$ cat src/rtl/riscv_operand_fetch.sv
// Two-operand register file fetch with x0 masking and writeback hazard handling.
// Build option OPFETCH_BYPASS_EN: forward writebacks into the operands instead of replaying the read.
module riscv_operand_fetch #(
    parameter int DATA_WIDTH = 64,
    parameter int ADDR_WIDTH = 5
) (
    input  logic                  clk,
    input  logic                  rst_n,
    input  logic                  req_valid,
    output logic                  req_ready,
    input  logic [ADDR_WIDTH-1:0] req_rs1,
    input  logic [ADDR_WIDTH-1:0] req_rs2,
    output logic                  rsp_valid,
    input  logic                  rsp_ready,
    output logic [DATA_WIDTH-1:0] rsp_rs1_data,
    output logic [DATA_WIDTH-1:0] rsp_rs2_data,
    output logic                  rf_rd1_en,
    output logic                  rf_rd2_en,
    output logic [ADDR_WIDTH-1:0] rf_rd1_addr,
    output logic [ADDR_WIDTH-1:0] rf_rd2_addr,
    input  logic [DATA_WIDTH-1:0] rf_rd1_data,
    input  logic [DATA_WIDTH-1:0] rf_rd2_data,
    input  logic                  wb_valid,
    input  logic [ADDR_WIDTH-1:0] wb_addr,
    input  logic [DATA_WIDTH-1:0] wb_data,
    output logic                  rf_wr_en,
    output logic [ADDR_WIDTH-1:0] rf_wr_addr,
    output logic [DATA_WIDTH-1:0] rf_wr_data
);

    typedef enum logic [1:0] {
        IDLE = 2'd0,
        READ = 2'd1,
        RESP = 2'd2
    } state_t;

    state_t                  state;
    logic [ADDR_WIDTH-1:0]   rs1_idx_p1;
    logic [ADDR_WIDTH-1:0]   rs2_idx_p1;
    logic                    hit1_p1;
    logic                    hit2_p1;
`ifdef OPFETCH_BYPASS_EN
    logic [DATA_WIDTH-1:0]   fwd1_p1;
    logic [DATA_WIDTH-1:0]   fwd2_p1;
`endif

    logic                    wb_nz;
    logic [ADDR_WIDTH-1:0]   rd1_idx;
    logic [ADDR_WIDTH-1:0]   rd2_idx;
    logic                    rhit1;
    logic                    rhit2;
    logic                    accept;
    logic                    replay;
    logic                    vld_p0;

    // x0 always reads as zero; a same-cycle writeback beats an earlier forwarded value.
    function automatic logic [DATA_WIDTH-1:0] pick_operand(
        input logic [ADDR_WIDTH-1:0] idx,
        input logic                  rhit,
        input logic                  ihit,
        input logic [DATA_WIDTH-1:0] wbd,
        input logic [DATA_WIDTH-1:0] fwd,
        input logic [DATA_WIDTH-1:0] rfd
    );
        if (idx == '0) begin
            return '0;
        end else if (rhit) begin
            return wbd;
        end else if (ihit) begin
            return fwd;
        end
        return rfd;
    endfunction

    // Stage p0: read issue, either a fresh request in IDLE or a replay in READ
    always_comb begin
        wb_nz   = wb_valid && (wb_addr != '0);
        rd1_idx = (state == IDLE) ? req_rs1 : rs1_idx_p1;
        rd2_idx = (state == IDLE) ? req_rs2 : rs2_idx_p1;
        rhit1   = wb_nz && (wb_addr == rd1_idx);
        rhit2   = wb_nz && (wb_addr == rd2_idx);
        accept  = rst_n && (state == IDLE) && req_valid;
`ifdef OPFETCH_BYPASS_EN
        replay  = 1'b0;
`else
        replay  = (state == READ) && (hit1_p1 || hit2_p1 || rhit1 || rhit2);
`endif
        vld_p0  = accept || (rst_n && replay);
    end

    assign req_ready   = rst_n && (state == IDLE);
    assign rf_rd1_en   = vld_p0;
    assign rf_rd2_en   = vld_p0;
    assign rf_rd1_addr = rd1_idx;
    assign rf_rd2_addr = rd2_idx;

    assign rf_wr_en    = rst_n && wb_nz;
    assign rf_wr_addr  = wb_addr;
    assign rf_wr_data  = wb_data;

    // Stage p1: READ capture into the held response registers
    always_ff @(posedge clk or negedge rst_n) begin
        if (!rst_n) begin
            state        <= IDLE;
            rsp_valid    <= 1'b0;
            rsp_rs1_data <= '0;
            rsp_rs2_data <= '0;
            rs1_idx_p1   <= '0;
            rs2_idx_p1   <= '0;
            hit1_p1      <= 1'b0;
            hit2_p1      <= 1'b0;
`ifdef OPFETCH_BYPASS_EN
            fwd1_p1      <= '0;
            fwd2_p1      <= '0;
`endif
        end else begin
            hit1_p1 <= vld_p0 && rhit1;
            hit2_p1 <= vld_p0 && rhit2;
`ifdef OPFETCH_BYPASS_EN
            if (vld_p0) begin
                fwd1_p1 <= wb_data;
                fwd2_p1 <= wb_data;
            end
`endif
            case (state)
                IDLE: begin
                    if (req_valid) begin
                        rs1_idx_p1 <= req_rs1;
                        rs2_idx_p1 <= req_rs2;
                        state      <= READ;
                    end
                end
                READ: begin
                    if (!replay) begin
`ifdef OPFETCH_BYPASS_EN
                        rsp_rs1_data <= pick_operand(rs1_idx_p1, rhit1, hit1_p1,
                                                     wb_data, fwd1_p1, rf_rd1_data);
                        rsp_rs2_data <= pick_operand(rs2_idx_p1, rhit2, hit2_p1,
                                                     wb_data, fwd2_p1, rf_rd2_data);
`else
                        rsp_rs1_data <= pick_operand(rs1_idx_p1, 1'b0, 1'b0,
                                                     wb_data, {DATA_WIDTH{1'b0}}, rf_rd1_data);
                        rsp_rs2_data <= pick_operand(rs2_idx_p1, 1'b0, 1'b0,
                                                     wb_data, {DATA_WIDTH{1'b0}}, rf_rd2_data);
`endif
                        rsp_valid    <= 1'b1;
                        state        <= RESP;
                    end
                end
                RESP: begin
                    if (rsp_ready) begin
                        rsp_valid <= 1'b0;
                        state     <= IDLE;
                    end
                end
                default: begin
                    rsp_valid <= 1'b0;
                    state     <= IDLE;
                end
            endcase
        end
    end

endmodule

$ cat config.mk
export PLATFORM = sky130hd
export DESIGN_NAME = riscv_operand_fetch
export DESIGN_NICKNAME = d
export VERILOG_FILES = /design/src/rtl/riscv_operand_fetch.sv
export SDC_FILE = /design/constraint.sdc
export NUM_CORES = 1
export LEC_CHECK = 0
export ABC_AREA = 0
export CAP_MARGIN = 20
export CORE_AREA = 2 2 164 166
export CTS_CLUSTER_DIAMETER = 150
export DETAILED_ROUTE_END_ITERATION = 10
export DIE_AREA = 0 0 166 168
export GPL_TIMING_DRIVEN = 0
export SYNTH_ARGS = -nofsm -noshare
export SYNTH_HDL_FRONTEND = slang
export SYNTH_SLANG_ARGS = --single-unit
$ cat constraint.sdc
create_clock -name clk -period 2.4 [get_ports clk]
set_input_delay 0.36 -clock clk [delete_from_list [all_inputs] [get_ports clk]]
set_output_delay 0.36 -clock clk [all_outputs]
set_load 0.05 [all_outputs]
* After elaboration in Yosys (flattened, before gate mapping) *
Index checks and enable logic that the tools add are counted.

word-level totals
  register bits = 143
  input port bits = 212
  output and inout bits = 212
  logic and storage cells = 58

cells by class
  eq/ne operators = 7
  mux-type cells = 19
  bitwise logic cells = 2
  reduce and logical (&&, ||, !) cells = 22

operators by type and width
  operator                                              count
  two-way mux 64 bit                                    4
  equality test 5 bit                                   2
  logical AND 1 bit                                     10
  zero test 5 bit                                       2
  two-way mux 5 bit                                     2
  two-way mux 1 bit                                     8
  two-way mux 2 bit                                     3
  != test 2 bit (second input constant)                 3
  case mux 2 bit (3 select lines)                       1
  AND reduction 3 bit                                   2
  nonzero test 5 bit                                    1
  logical OR 1 bit                                      4
  AND reduction 2 bit                                   2
  case mux 1 bit (3 select lines)                       1
  equality test 2 x 1 -> 1 bit (second input constant)  1
  equality test 2 bit (second input constant)           1
  zero test 2 bit                                       1
  inverter 1 bit                                        2

* Depth between registers and ports, before layout *
Gate-level depths: netlist (run 1).

  depth after elaboration = 10
  depth in mapped cells = 9
  depth with buffers taken out = 6

* Least setup slack after synthesis (run 1) *
No wires, ideal clock.

  path type = reg-to-output
  start = register state[0]
  end = output rf_rd2_en
  arrival = 3,493 ps
  data required time = 2,040 ps
  slack = -1,453 ps
  cell stages (with the launch flop) = 9
  buffers on the path = 2
  cells stage by stage = dfrtp_1 > nor2_1 > buf_2 > mux2_2 > xor2_1 > nor4_2 > nor4_1 > o31ai_1 > buf_4

on the way
  elaborated cells between the ends (all ways) = 15
  classes of those cells = 3 x eq/ne; 2 x mux; 10 x reduce/logical

RTL lines
  item                    line  text
  start, declared         37    state_t state;
  start signal, assigned  104   state <= IDLE;
  start signal, assigned  130   state <= READ;
  start signal, assigned  147   state <= RESP;
  zero test 2 bit         79    rd2_idx = (state == IDLE) ? req_rs2 : rs2_idx_p1;
  two-way mux 5 bit       79
  via rf_rd2_addr[2]      20    output logic [ADDR_WIDTH-1:0] rf_rd2_addr,
  equality test 5 bit     81    rhit2 = wb_nz && (wb_addr == rd2_idx);
  logical AND 1 bit       81
  logical OR 1 bit        86    replay = (state == READ) && (hit1_p1 || hit2_p1 || rhit1 || rhit2);
  logical AND 1 bit       86
  logical AND 1 bit       88    vld_p0 = accept || (rst_n && replay);
  logical OR 1 bit        88
  end, declared           18    output logic rf_rd2_en,

The timed path passes the listed nets, and every way through them passes these cells.

* Worst setup path after layout (run 1) *
  start = register rs2_idx_p1[1]
  end = output rf_rd2_en

on the way
  word-level cells in the longest chain between the ends = 7

RTL lines
  item                    line  text
  start, declared         39    logic [ADDR_WIDTH-1:0] rs2_idx_p1;
  start signal, assigned  129   rs2_idx_p1 <= req_rs2;
  two-way mux 5 bit       79
  equality test 5 bit     81
  logical AND 1 bit       81
  logical OR 1 bit        86
  logical AND 1 bit       86
  logical AND 1 bit       88
  logical OR 1 bit        88

Every way passes these cells.

==> results of run 1 <==
-- flip-flops by register name, indices dropped and copies added (netlist names) --
register and flops:
state 2, hit1_p1 1, rs2_idx_p1 5, rsp_valid 1, rsp_rs1_data 64, rsp_rs2_data 64
hit2_p1 1, rs1_idx_p1 5
-- through the flow --
step	hold WS, ns	power [W]	instances	setup slack (ns)
global route	0.312	0.0199	1472	-0.664
global placement	0.498	0.0150	1405	-6.50
floorplan	0.0644	0.0114	707	-0.454
detailed placement	0.350	0.0151	1406	-1.56
finish	0.294	0.0189	1472	-0.551
CTS	0.464	0.0189	1467	-0.617
-- report_power, final --
part           internal, W  switching (W)
sequential         0.00365       0.000707
combinational      0.00459        0.00723
clock              0.00149        0.00123
total              0.00972        0.00917
-- cells by family after synthesis --
kind of cell / Yosys count / synth area share (%)
buffers and inverters: 232 / 17.1
AND/OR/NAND/NOR: 163 / 9.35
multiplexers: 148 / 21.1
flip-flops: 143 / 50.1
XOR/XNOR: 12 / 1.47
AO/OA/AOI/OAI: 9 / 0.963
-- worst max-delay path by stage --
stage	from	end	slack (ns)	cells past startpoint
after floorplan	state[0]	rf_rd2_en	-0.45	8
after detailed placement	wb_addr[1]	rf_rd2_en	-1.56	9
after CTS	state[1]	rf_rd2_en	-0.62	9
after global placement	rst_n	rf_rd2_en	-6.50	5
after global routing	rs2_idx_p1[1]	rf_rd2_en	-0.66	8
final	rs2_idx_p1[1]	rf_rd2_en	-0.55	8
-- timing repair --
item / CTS / global route
hold buffers: 2 / 0
resized for setup: 100 / 27
buffers inserted: 14 / 7
endpoints found under the hold margin: 63 / 0
cloned: 13 / 3
pin swaps: 6 / 7
endpoints found under the setup margin: 144 / 130
-- per-layer routing --
layer,up-vias,track usage [%]
li1,2944,-
met1,2855,20.6
met2,245,27.6
met3,16,4.98
met4,0,4.69
met5,-,0
-- worst reg2reg max path: cells and delay by family, from the launching register on --
kind                   cells  cell delay (ns)
buffers and inverters      4             0.67
AO/OA/AOI/OAI              1             0.37
multiplexers               1             0.11
AND/OR/NAND/NOR            4             0.82
flip-flops                 1             0.41
-- final cells by class --
class,count,area (um2),share of cell area (%)
clock buffers,17,425,3.36
plain buffers,99,857,6.76
clock inverters,15,165,1.30
well taps,341,427,3.37
flip-flops and latches,143,3580,28.2
inverters,132,495,3.91
multi-input cells,332,2530,20.0
repair buffers,393,4190,33.1
-- synth_stat cells, types with 2 or more instances --
cell         n
buf_2        4
a2111oi_0    3
nor3_1       3
nor4_2       2
xor2_1      12
nor2_1      10
or2_1        6
mux2i_1    128
buf_6       11
inv_1      132
mux2_2      20
nand2_1    136
clkbuf_1    15
buf_4       70
dfrtp_1    143
==> out/results.tsv, run 1 <==
metric	value	unit
grt_max_degree	81	
fillerInstances	2552	
area_growth	77.3	%
dr.max_layer_used	met4	
cts_root_buffer	clkbuf_16	
synth_area_leader_cell	dfrtp_1	
synthesis.area	7150	um2
synth-warning-count	0	
slew_headroom	45.9	%
wl_met2	11.4	mm
async_flop_share	100	%
synth_cells	707	
critPathTopFamily	simple AND/OR/NAND/NOR gates	
cts_tree	done	
syn-num-nets	919	
rsz0062_at_grt	yes	
crit_required	2.04	ns
cts.sinks	143	
synth-seq-cells	143	
p_per_area	1490	nW/um2
synth.area.top_cells	dfrtp_1 (50%), mux2i_1 (18%), buf_4 (7.4%)	
setup_viol	127	
reg2reg_depth	10	
antennaDiodeCount	0	
clk_latency	0.43	ns
clk_pin_slew_worst_paths	0.07	ns
max_cap_viol_count	0	
critPathKind	reg2out	
via_count	6060	
grt_pass1_vias	6223	
final_layout_size_suffix_gt1_share	17.8	%
worstHoldEndpoint	rs2_idx_p1[1]	
mostFrequentLayoutCells	clkdlybuf4s50_1 (338), dfrtp_1 (142), nand2_1 (136)	
io_pins	424	
r2r_start	rs2_idx_p1[1]	
ir_drop	0.674	mV
firstDrtPassIters	4	
synth_top_area_share	50.1	%
finalCriticalPeriod	2.95	ns
drv_slew	0	
grt_pass1_wl	35.8	mm
gp_congestion	0.790	
critPathMaxFanout	4	
die_w	166	um
path_cells	or2_1 > a2111oi_4 > nor2_2 > nor4_4 > nor4_4 > o31ai_4 > buf_6 > buf_8	
worst_slew_pin_slew	0.811	ns
core_region_area	26400	um2
die-height	168	um
drt_iter0_drc	178	
min_from	req_rs2[1]	
end_kind	output pin	
post-route-util	48.1	%
critPathLaunchType	flip-flop	
num_rows	60	
cp.arrival	2.59	ns
dieArea	27900	um2
crit_path_max_incr_delay	0.41	ns
htreeDepth	4	
start_util	27.1	%
synthFlopType	dfrtp_1	
ant_nets	0	
drc	0	
placed_area	11200	um2
cts_buffer_depth	2	
via_per_inst	4.12	
hp-class	in2reg	
setup-tns-final	-9.04	ns
cp_slowest_cell	dfrtp_1	
ys_types	27	
fmax	339	MHz
cts_buffers	17	
portBuffers	357	
wirelength	23.3	mm
overflow	0	
final_common_cell	clkdlybuf4s50_1	
crit_top_cell	nor4_4	
hold_depth	2	
final_hold_viol_count	0	
critPathBufInv	2	
drt-met1-wl	9.93	mm
fin_crit_sh	123	%
grt_util_all_layers	16.4	%
p_leak	6.01	nW
reg2reg_slack	-0.11	ns
fin_nets	1330	
clock_skew	0.0212	ns
outcome	complete, but fails checks	
antenna_found_initial	0	
wl_per_cell	15.9	um
r2r_end	rsp_rs1_data[58]	
hpwl	16.3	mm
synth_edf_count	0	
avgSynthCellArea	10.1	um2
wl_met3	1.64	mm
ys_seq_area_share	50.1	%
violations	setup timing	
design_area	12700	um2
fin_ws	-0.551	ns
No activity file was read; power rests on OpenSTA's default activity.
==> inputs of run 2 (changes only) <==
--- a/config.mk
+++ b/config.mk
@@ -6,6 +6,7 @@
 export NUM_CORES = 1
 export LEC_CHECK = 0
 export ABC_AREA = 0
+export ABC_CLOCK_PERIOD_IN_PS = 2400
 export CAP_MARGIN = 20
 export CORE_AREA = 2 2 164 166
 export CTS_CLUSTER_DIAMETER = 150
==> results of run 2 <==
Final layout, timing and power as in run 1 (identical DEF).
==> inputs of run 3 (changes only) <==
--- a/config.mk
+++ b/config.mk
@@ -5,9 +5,9 @@
 export SDC_FILE = /design/constraint.sdc
 export NUM_CORES = 1
 export LEC_CHECK = 0
-export ABC_AREA = 0
+export ABC_AREA = 1
 export ABC_CLOCK_PERIOD_IN_PS = 2400
-export CAP_MARGIN = 20
+export CAP_MARGIN = 5
 export CORE_AREA = 2 2 164 166
 export CTS_CLUSTER_DIAMETER = 150
 export DETAILED_ROUTE_END_ITERATION = 10
==> run 3 against run 2 <==
Net effect: the flow still finishes with violations (setup timing); non-clock buffer count rose by 23; wire length increased by 12%; total power down 1.4%.
==> out/results.tsv, run 3 <==
metric	value	unit
cp.arrival	2.20	ns
antennaDiodeCount	0	
synthFlopType	dfrtp_1	
fin_ws	-0.157	ns
p_switching	0.00906	W
drv_slew	0	
antenna_found_initial	0	
final_hold_viol_count	0	
reg_top3	rsp_rs1_data: 64 flops, rsp_rs2_data: 64 flops	
wl_per_cell	16.8	um
cp_slowest_cell	dfrtp_2	
portBuffers	359	
max_cap_viol_count	0	
hp-class	reg2reg	
drc	0	
synth_common_cells	nand2_1 (324), dfrtp_1 (143), o21ai_1 (100)	
outcome	complete, but fails checks	
synth_area_leader_cell	dfrtp_1	
crit_path_max_incr_delay	0.44	ns
cts_root_buffer	clkbuf_16	
path_cells	nor2_4 > buf_6 > nand2_2 > nand3_1 > nand2_2 > nor2_2 > nand3_2 > nand3_2 > nand3_2 > nand2_2 > buf_6 > buf_8	
p_leak	5.92	nW
via_count	6760	
grt_pass1_vias	6567	
gp_congestion	0.820	
avgSynthCellArea	8.56	um2
post-route-util	47.2	%
ys_types	21	
cts_buffers	17	
synth.area.top_cells	dfrtp_1 (53%), nand2_1 (18%), buf_4 (8.8%)	
setup-tns-final	-3.44	ns
cts_tree	done	
grt_pass1_wl	37.3	mm
synth-seq-cells	143	
p_per_area	1500	nW/um2
finalCriticalPeriod	2.56	ns
grt_max_degree	88	
firstDrtPassIters	6	
ant_nets	0	
use_met1	21.4	%
p_int	0.00957	W
synth.most_common_cell	nand2_1	
reg2reg_slack	-0.07	ns
io_pins	424	
htreeDepth	4	
hold_depth	2	
final_common_cell	clkdlybuf4s50_1	
clk_latency	0.42	ns
cts.sinks	143	
violations	setup timing	
num_rows	60	
grt_use_met2	29.2	%
met3_usage	5.29	%
fmax	391	MHz
critPathMaxFanout	8	
grt_util_all_layers	17.1	%
core_region_area	26400	um2
fin_nets	1415	
synth_edf_count	0	
fin_crit_sh	107	%
critPathTopFamily	simple AND/OR/NAND/NOR gates	
final_layout_size_suffix_gt1_share	17.8	%
ys_seq_area_share	53.5	%
die_w	166	um
ir_drop	0.714	mV
overflow	0	
clock_skew	0.0131	ns
crit_cells	12	
power_frac_clock	14.9	%
combPwrFrac	62.7	%
cts_buffer_depth	2	
critPathKind	reg2out	
synthesis.area	6690	um2
wirelength	26.1	mm
hpwl	17.8	mm
synth_cells	782	
synth_top_area_share	53.5	%
area_growth	86.0	%
critPathLaunchType	flip-flop	
end_kind	output pin	
setup_viol	85	
slew_headroom	47.1	%
async_flop_share	100	%
via_per_inst	4.34	
mostFrequentLayoutCells	clkdlybuf4s50_1 (344), nand2_1 (310), dfrtp_1 (142)	
drt_iter0_drc	297	
reg2reg_depth	16	
start_util	25.4	%
synth-warning-count	0	
die-height	168	um
dieArea	27900	um2
sw_frac_of_total	48.6	%
syn-num-nets	994	
worst_slew_pin_slew	0.793	ns
crit_required	2.04	ns
critPathBufInv	3	
seqPwrFrac	22.3	%
top_usage_layer	met2	
rsz0062_at_grt	yes	
clk_pin_slew_worst_paths	0.07	ns
[run 3: cell count changes after synthesis, moves of 36 or more]
cell,delta
nand2_1,+188
mux2i_1,-128
inv_1,-113
o21ai_1,+99
o21ai_0,+36
[run 3: cell families after synthesis]
logic type	count (synthesis)	share of synthesized area, %
compound gates	140	10.5
flops	143	53.5
simple gates	361	21.2
buf+inv	134	14.1
mux	4	0.673
[run 3: layout make-up]
class                      count  area (um2)
clock inverter                14         173
clock buffer                  18         439
fill                        2531       13900
inverter                      21        78.8
buffer                       113        1060
multi-input combinational    505        2250
tap                          341         427
sequential                   143        3580
timing repair buffer         402        4430
[run 3: worst min-delay path, cell delays in order (launching register included)]
cell and delay [ns]:
dfrtp_1 0.34, nand2_1 0.05, o21ai_0 0.06
[run 3: repair_timing]
| action | in CTS | in global routing |
|---|---|---|
| setup endpoints to repair | 14 | 132 |
| setup buffers | 6 | 8 |
| endpoints found under the hold margin | 56 | 0 |
| gates resized for setup | 32 | 108 |
| pin swaps | 6 | 14 |
| hold buffers | 2 | 0 |
| gates cloned | 1 | 25 |
[run 3: routing by layer]
| metal | routed length [um] | up-vias |
|---|---|---|
| li1 | - | 3275 |
| met1 | 11100 | 3190 |
| met2 | 13000 | 284 |
| met3 | 1780 | 11 |
| met4 | 212 | 0 |
| met5 | 0 | - |
[run 3: through the flow]
stage	hold WS [ns]	cell area [um2]	worst slack, ns	power (W)	cells
after floorplan	0.0644	6710	0.105	0.0108	782
after global placement	0.455	10700	-6.02	0.0144	1482
after detailed placement	0.382	10800	-0.907	0.0145	1483
after CTS	0.466	11500	-0.189	0.0174	1524
after global routing	0.472	12400	-0.309	0.0197	1557
final	0.481	12400	-0.157	0.0186	1557
[run 3: final timing paths]
kind                                   from                to
max reg2reg                        state[0]  rsp_rs1_data[37]
min reg2reg                rsp_rs1_data[25]  rsp_rs1_data[25]
max in group asynchronous             rst_n  rsp_rs2_data[63]
min in group asynchronous             rst_n  rsp_rs2_data[28]
min                        rsp_rs1_data[25]  rsp_rs1_data[25]
max                                state[0]         rf_rd2_en
[run 3: power groups by stage]
stage / clock, W / sequential [W] / combinational (W)
3_5_place_dp: 0 / 0.00419 / 0.0103
3_3_place_gp: 0 / 0.00415 / 0.0103
5_1_grt: 0.00297 / 0.00431 / 0.0124
2_1_floorplan: 0 / 0.00759 / 0.00317
4_1_cts: 0.00287 / 0.00416 / 0.0103
6_report: 0.00278 / 0.00416 / 0.0117
